File: src/rtl/event_capture_snapshot.sv
// event_capture_snapshot: synchronises event inputs, keeps a sticky event vector, waits out a ms holdoff, snapshots it and requests a UFM save.
// Ports: clk_i/resetn_i clock and async active-low reset; tick_1ms_i 1 ms strobe; evt_i raw events;
// clear_i clears sticky/pend/repeat/count; save_busy_i/save_done_i UFM engine handshake;
// gpi_o frozen snapshot; save_req_o request pulse; pending_o save in progress or queued;
// save_cnt_o saturating request count; repeat_o event re-rose on an already sticky bit.
module event_capture_snapshot #(
  parameter int GPI_BIT    = 512,
  parameter int HOLDOFF_MS = 10,
  parameter int CNT_W      = 8
) (
  input  logic               clk_i,
  input  logic               resetn_i,
  input  logic               tick_1ms_i,
  input  logic [GPI_BIT-1:0] evt_i,
  input  logic               clear_i,
  input  logic               save_busy_i,
  input  logic               save_done_i,
  output logic [GPI_BIT-1:0] gpi_o,
  output logic               save_req_o,
  output logic               pending_o,
  output logic [CNT_W-1:0]   save_cnt_o,
  output logic               repeat_o
);
  localparam logic [1:0] IDLE      = 2'd0;
  localparam logic [1:0] HOLDOFF   = 2'd1;
  localparam logic [1:0] REQ       = 2'd2;
  localparam logic [1:0] WAIT_DONE = 2'd3;
  localparam int MS_W = HOLDOFF_MS > 1 ? $clog2(HOLDOFF_MS) : 1;
  localparam logic [MS_W-1:0] MS_LAST = MS_W'(HOLDOFF_MS > 0 ? HOLDOFF_MS - 1 : 0);
  logic [GPI_BIT-1:0] sync1_q, sync2_q, dly_q, new_q, sticky_q, sticky_d, gpi_q;
  logic [1:0]         state_q, state_d;
  logic [MS_W-1:0]    ms_q, ms_d;
  logic [CNT_W-1:0]   cnt_q, cnt_d;
  logic               pend_q, pend_d, req_q, rep_q, rep_d;
  logic               any_new, fire, hold_done, set_pend;
  assign any_new   = |new_q;
  assign fire      = state_q == REQ && !save_busy_i;
  assign hold_done = HOLDOFF_MS == 0 || (tick_1ms_i && ms_q == MS_LAST);
  // events landing in WAIT_DONE, or on the cycle the snapshot is taken, miss this snapshot
  assign set_pend  = any_new && (state_q == WAIT_DONE || fire);
  always_comb begin
    state_d = state_q;
    ms_d    = ms_q;
    pend_d  = set_pend || (pend_q && !clear_i);
    case (state_q)
      IDLE: begin
        ms_d = '0;
        if (any_new || (pend_q && !clear_i)) begin
          state_d = HOLDOFF;
          pend_d  = 1'b0;
        end
      end
      HOLDOFF: begin
        state_d = clear_i ? IDLE : hold_done ? REQ : HOLDOFF;
        ms_d    = tick_1ms_i ? ms_q + 1'b1 : ms_q;
      end
      REQ:       state_d = fire ? WAIT_DONE : REQ;
      default:   state_d = save_done_i ? IDLE : WAIT_DONE;
    endcase
  end
  // a new edge beats a simultaneous clear for its own bit
  assign sticky_d = (clear_i ? '0 : sticky_q) | new_q;
  assign rep_d    = !clear_i && (rep_q || |(new_q & sticky_q));
  assign cnt_d    = clear_i ? CNT_W'(fire) : (fire && !(&cnt_q)) ? cnt_q + 1'b1 : cnt_q;
  always_ff @(posedge clk_i or negedge resetn_i) begin
    if (!resetn_i) begin
      sync1_q  <= '0;
      sync2_q  <= '0;
      dly_q    <= '0;
      new_q    <= '0;
      sticky_q <= '0;
      gpi_q    <= '0;
      state_q  <= IDLE;
      ms_q     <= '0;
      cnt_q    <= '0;
      pend_q   <= 1'b0;
      req_q    <= 1'b0;
      rep_q    <= 1'b0;
    end else begin
      sync1_q  <= evt_i;
      sync2_q  <= sync1_q;
      dly_q    <= sync2_q;
      new_q    <= sync2_q & ~dly_q;
      sticky_q <= sticky_d;
      gpi_q    <= fire ? sticky_q : gpi_q;
      state_q  <= state_d;
      ms_q     <= ms_d;
      cnt_q    <= cnt_d;
      pend_q   <= pend_d;
      req_q    <= fire;
      rep_q    <= rep_d;
    end
  end
  assign gpi_o      = gpi_q;
  assign save_req_o = req_q;
  assign pending_o  = state_q != IDLE || pend_q;
  assign save_cnt_o = cnt_q;
  assign repeat_o   = rep_q;
endmodule

File: config.mk
export PLATFORM = sky130hd
export DESIGN_NAME = event_capture_snapshot
export DESIGN_NICKNAME = d
export VERILOG_FILES = /design/src/rtl/event_capture_snapshot.sv
export SDC_FILE = /design/constraint.sdc
export NUM_CORES = 2
export LEC_CHECK = 0
export BUFFER_PORTS_ARGS = -buffer_cell sky130_fd_sc_hd__buf_2
export CORE_ASPECT_RATIO = 0.7
export CORE_MARGIN = 10
export CORE_UTILIZATION = 40
export DETAILED_ROUTE_END_ITERATION = 10
export PLACE_DENSITY_LB_ADDON = 0.12
export SETUP_SLACK_MARGIN = 0.5
export SYNTH_ARGS = -nofsm -noshare
export SYNTH_HDL_FRONTEND = slang
export SYNTH_SLANG_ARGS = --single-unit
File: constraint.sdc
create_clock -name clk_i -period 2.2 [get_ports clk_i]
set_input_delay 0.22 -clock clk_i [delete_from_list [all_inputs] [get_ports clk_i]]
set_output_delay 0.22 -clock clk_i [all_outputs]
set_load 0.005 [all_outputs]
### After elaboration in Yosys (flattened, before gate mapping)

Cells that the tools add are included.

| storage, ports and cells | value |
|---|---|
| output and inout bits | 523 |
| input bits | 518 |
| bits in registers | 3,089 |
| word-level logic and storage cells | 59 |

| operators by class | value |
|---|---|
| bitwise operators | 4 |
| equal/unequal tests | 6 |
| $add $sub $neg | 2 |
| reduce and logical (&&, ||, !) cells | 22 |
| multiplexer cells | 13 |

Operator list:

| cell | number |
|---|---|
| $and 512x512->512 | 2 |
| $reduce_or 512->1 | 2 |
| $mux 512 | 1 |
| $not 512->512 | 1 |
| $or 512x512->512 | 1 |
| $mux 8 | 2 |
| $add 8x1->8 const B | 1 |
| $mux 2 | 4 |
| $pmux 4 s2 | 1 |
| $reduce_and 8->1 | 1 |
| $logic_and 1x1->1 | 6 |
| $pmux 2 s3 | 1 |
| $reduce_bool 2->1 | 3 |
| $logic_or 1x1->1 | 5 |
| $add 4x1->4 const B | 1 |
| $eq 2x2->1 const B | 2 |
| $eq 4x4->1 const B | 1 |
| $mux 4 | 1 |
| $ne 2x2->1 const B | 2 |
| $logic_not 1->1 | 3 |
| $mux 1 | 3 |
| $eq 2x1->1 const B | 1 |
| $logic_not 2->1 | 1 |
| $reduce_and 2->1 | 1 |

### Depth between registers and ports, before layout

| depth | value |
|---|---|
| depth in word-level cells | 7 |
| gate-level depth with buffers | 7 |
| depth with buffers taken out | 6 |

### Worst setup path after synthesis

Ideal clock, no wire load.

| timing path | value |
|---|---|
| path type | register to register |
| start | register new_q[367] |
| end | register rep_q, in the netlist repeat_o |
| data required time | 2.071 ns |
| stages on the path, launching flop included | 7 |
| arrival | 1.659 ns |
| setup slack | 0.411 ns |
| cell sequence | dfrtp_1 -> a22o_1 -> a221oi_1 -> nand4_1 -> nor4_1 -> nand4_1 -> o41a_1 |

| on the way | value |
|---|---|
| cells in the longest elaborated chain, start to end | 4 |

RTL lines:

| item | RTL line | source |
|---|---|---|
| from (decl) | 30 | `logic [GPI_BIT-1:0] sync1_q, sync2_q, dly_q, new_q, sticky_q, sticky_d, gpi_q;` |
| from (signal assigned) | 83 | `new_q <= sync2_q & ~dly_q;` |
| $and 512x512->512 | 63 | `assign rep_d = !clear_i && (rep_q \|\| \|(new_q & sticky_q));` |
| $reduce_or 512->1 | 63 |  |
| $logic_or 1x1->1 | 63 |  |
| $logic_and 1x1->1 | 63 |  |
| named net rep_d | 34 | `logic pend_q, pend_d, req_q, rep_q, rep_d;` |
| to (signal assigned) | 91 | `rep_q <= rep_d;` |
| to (decl) | 34 |  |

The timed path passes the listed nets, and every way through them passes these cells.
A chain may end at the register's enable or synchronous reset.

### Final worst setup path

| timing path | value |
|---|---|
| start | register new_q[263] |
| end | register rep_q, in the netlist repeat_o |

The elaborated chain is that of the path after synthesis.

==> qor.yml <==
outcome:
  status: "finished, violations left"
  failed_checks: "setup timing"
place:
  place_ws_ns: -1.35
  place_inst: 11100
  io_buffers: 1040
  place_hpwl_um: 289000
  gp_congestion: 0.935
worst_setup_path:
  crit_family: "compound AO/OA/AOI/OAI gates"
  cp.buffers_inverters: 2
  crit_type: "flip-flop to flip-flop"
  r2r_cells: 8
  slowest_delay_ns: 0.47
  cp_data_arrival_time_ns: 3.60
  cp.depth: 8
  path_cells: "a22o_2 > a221oi_2 > buf_4 > nand4_1 > nor3_4 > buf_4 > nand3_1 > o41a_1"
  crit_slowest_cell: "dfrtp_1"
  cp.required_ns: 2.95
  critPathMaxFanout: 3
  end_kind: "flip-flop"
  cp_common_cell: "buf_4"
  cp-start-kind: "flip-flop"
clock_network:
  cts_buffers: 299
  cts.sinks: 3089
  clockBufferDepth: 4
  tritoncts: "built"
  cts_root_buf: "clkbuf_16"
  htree_levels: 5
  clk_pin_slew_ns: 0.06
  insertion_delay_ns: 0.89
timing:
  clock.fmax_mhz: 351
  worst_pin_slew_ns: 1.38
  tns_ns: -6.77
  whs_ns: 0.0434
  setup_slack_ns: -0.651
  fin_worst_skew_ns: 0.0432
  grt_setup_unrepaired: "true"
  maxSlewViolCount: 0
  hold_viol: 0
  max-slew-margin-rel_pct: 7.95
  setup_viol: 175
  post-route-min-period_ns: 2.85
  period_share_pct: 130
floorplan:
  num_rows: 149
  die_y_um: 427
  start_util_pct: 40.2
  num_io_pins: 1041
  dieArea_um2: 257000
  die_x_um: 602
  core_area_um2: 236000
routing:
  vias: 65200
  routed_via_density: 5.11
  drt_iter0_markers: 6482
  wl_um: 406000
  postRouteAntennaNets: 0
  firstDrtPassIters: 6
  drc: 0
  routedWlPerCell_um: 31.8
run:
  max_cap_viol_count: 0
logic_synthesis:
  synth_xor_area_share_pct: 0.0554
  synthMuxAreaShare_pct: 0.0211
  ys_async_sr_fraction_pct: 100
  syn-instance-count: 6381
  synth_compound_area_share_pct: 6.41
  yosys.area_share.simple_pct: 11.2
  synth_flop_cell: "dfrtp_1"
  synth_cell_types: 34
  avgSynthCellArea_um2: 14.9
  ys_ff_latch: 3089
  synthesis.nets: 6902
  synth_top_family_by_area: "simple AND/OR/NAND/NOR gates"
  synth.yosys.seq_area_share_pct: 81.5
  netlist_area_um2: 94800
  synth_edf_count: 0
  synth_warnings: 0
  synthAdderAreaFrac_pct: 0.0396
finish:
  final_util_pct: 58.9
  final-instance-count-excl-fill: 12800
  syn_to_final_growth_pct: 46.3
  fillers: 18600
  layout-drive-gt1-share_pct: 34.9
  finish.net_count: 9885
global_route:
  antenna_found_initial: 44
  grt_pass1_wl_um: 540000
  grt_max_degree: 134
  grt_pass1_vias: 67100
  grt_usage_pct: 30.2
  overflow: 0
power:
  p_leak_nw: 71.4
  peakVddDrop_uv: 587
  p_per_area_nw_per_um2: 887
worst_hold_path:
  hold_depth: 2
  hp-class: "input port to flip-flop"
==> registers in the layout, summed over array words and instances (netlist names) <==
register and count:
save_cnt_o 8, repeat_o 1, save_req_o 1, new_q 512, gpi_o 512, state_q 2, sync1_q 512, pend_q 1
dly_q 512, sync2_q 512, sticky_q 512, ms_q 4
==> final cells by class <==
cell class	instances	area [um2]	area share, %
repair buffers	2851	26100	18.8
inverters	5	52.6	0.0379
clock inverters	95	1290	0.932
clock buffers	424	8660	6.24
repair inverters	3	58.8	0.0424
multi-input cells	3115	21100	15.2
flip-flops and latches	3089	77300	55.8
diodes	23	57.6	0.0415
well taps	3171	3970	2.86
==> cells by family after synthesis <==
logic type / count (synthesis)
compound gates: 786
xor+xnor: 6
fa+ha+maj: 3
buf+inv: 178
flops: 3089
mux: 2
simple gates: 2317
==> worst reg2reg max path, cell delays in order, from the launching register on <==
cell,delay [ns]
dfrtp_1,0.47
a22o_2,0.43
a221oi_2,0.33
buf_4,0.25
nand4_1,0.19
nor3_4,0.32
buf_4,0.18
nand3_1,0.14
o41a_1,0.44
==> per-stage QoR <==
stage,power [mW],instance area [um2]
floorplan,63.5,95000
global placement,69.2,110000
detailed placement,69.3,110000
CTS,123,133000
global route,127,139000
finish,123,139000
==> Yosys cell counts (3+ instances only) <==
cell      number  area share [%]
a221oi_1      70            0.65
o21ai_0        5           0.026
a22oi_1      114            0.90
nor2_1         9           0.036
ha_1           3           0.040
nor2b_1      512             3.4
a21o_1       513             4.1
inv_1          3           0.012
nand4_1       77            0.51
dfrtp_1     3089              82
xor2_1         6           0.055
nor3_1         5           0.026
buf_2         54            0.29
nor4_1       146            0.96
nand2_1     1545             6.1
nand3_1       16           0.084
clkbuf_1     119            0.47
a22o_1        73            0.67
a21oi_1        3           0.016
==> timing repair <==
action,in CTS,in global routing
endpoints found under the hold margin,2440,0
pin swaps,284,684
gates resized for setup,445,1113
hold buffers,892,0
setup endpoints to repair,728,632
gates cloned,86,54
setup buffers,74,57
==> where the power goes <==
group | leakage (nW) | switching, mW | internal, mW | total, mW
clock | 4.89 | 22.3 | 30.7 | 53.0
combinational | 28.4 | 4.28 | 3.76 | 8.04
sequential | 38.1 | 2.46 | 59.6 | 62.1
==> per-layer routing <==
metal  wire length (um)  vias to the layer above  share of wire [%]  global-route usage, %
li1                   -                    27200                  -                      -
met1             165000                    34500                 41                   40.7
met2             180000                     2640                 44                   45.5
met3              28000                      842                6.9                   5.47
met4              31800                       16                7.8                   19.1
met5                107                        -              0.026                      0
==> cells in the final DEF (no fill, tap or decap), types with 27 or more instances in the layout <==
cell type	instances
a21o_1	513
a221oi_1	44
a22o_1	71
a22oi_1	114
buf_12	144
buf_16	103
buf_2	1004
buf_4	576
buf_6	72
bufinv_16	27
clkbuf_1	62
clkbuf_16	348
clkbuf_8	56
clkinv_2	43
dfrtp_1	3061
dfrtp_2	28
dlygate4sd3_1	892
nand2_1	709
nand2_2	487
nand2_4	345
nand4_1	77
nor2b_1	512
nor4_1	122
==> worst paths after layout <==
path | start | endpoint | slack [ns]
hold / removal | evt_i[90] | sync1_q[90]$_DFF_PN0_ | 0.04
min in group asynchronous | resetn_i | gpi_o[370]$_DFFE_PN0P_ | 0.32
setup reg to reg | new_q[263]$_DFF_PN0_ | repeat_o$_DFF_PN0_ | -0.65
setup / recovery | new_q[263]$_DFF_PN0_ | repeat_o$_DFF_PN0_ | -0.65
hold reg to reg | sync1_q[391]$_DFF_PN0_ | sync2_q[391]$_DFF_PN0_ | 0.33
max in group asynchronous | resetn_i | dly_q[408]$_DFF_PN0_ | 1.04
No activity file was read; power rests on OpenSTA's default activity.
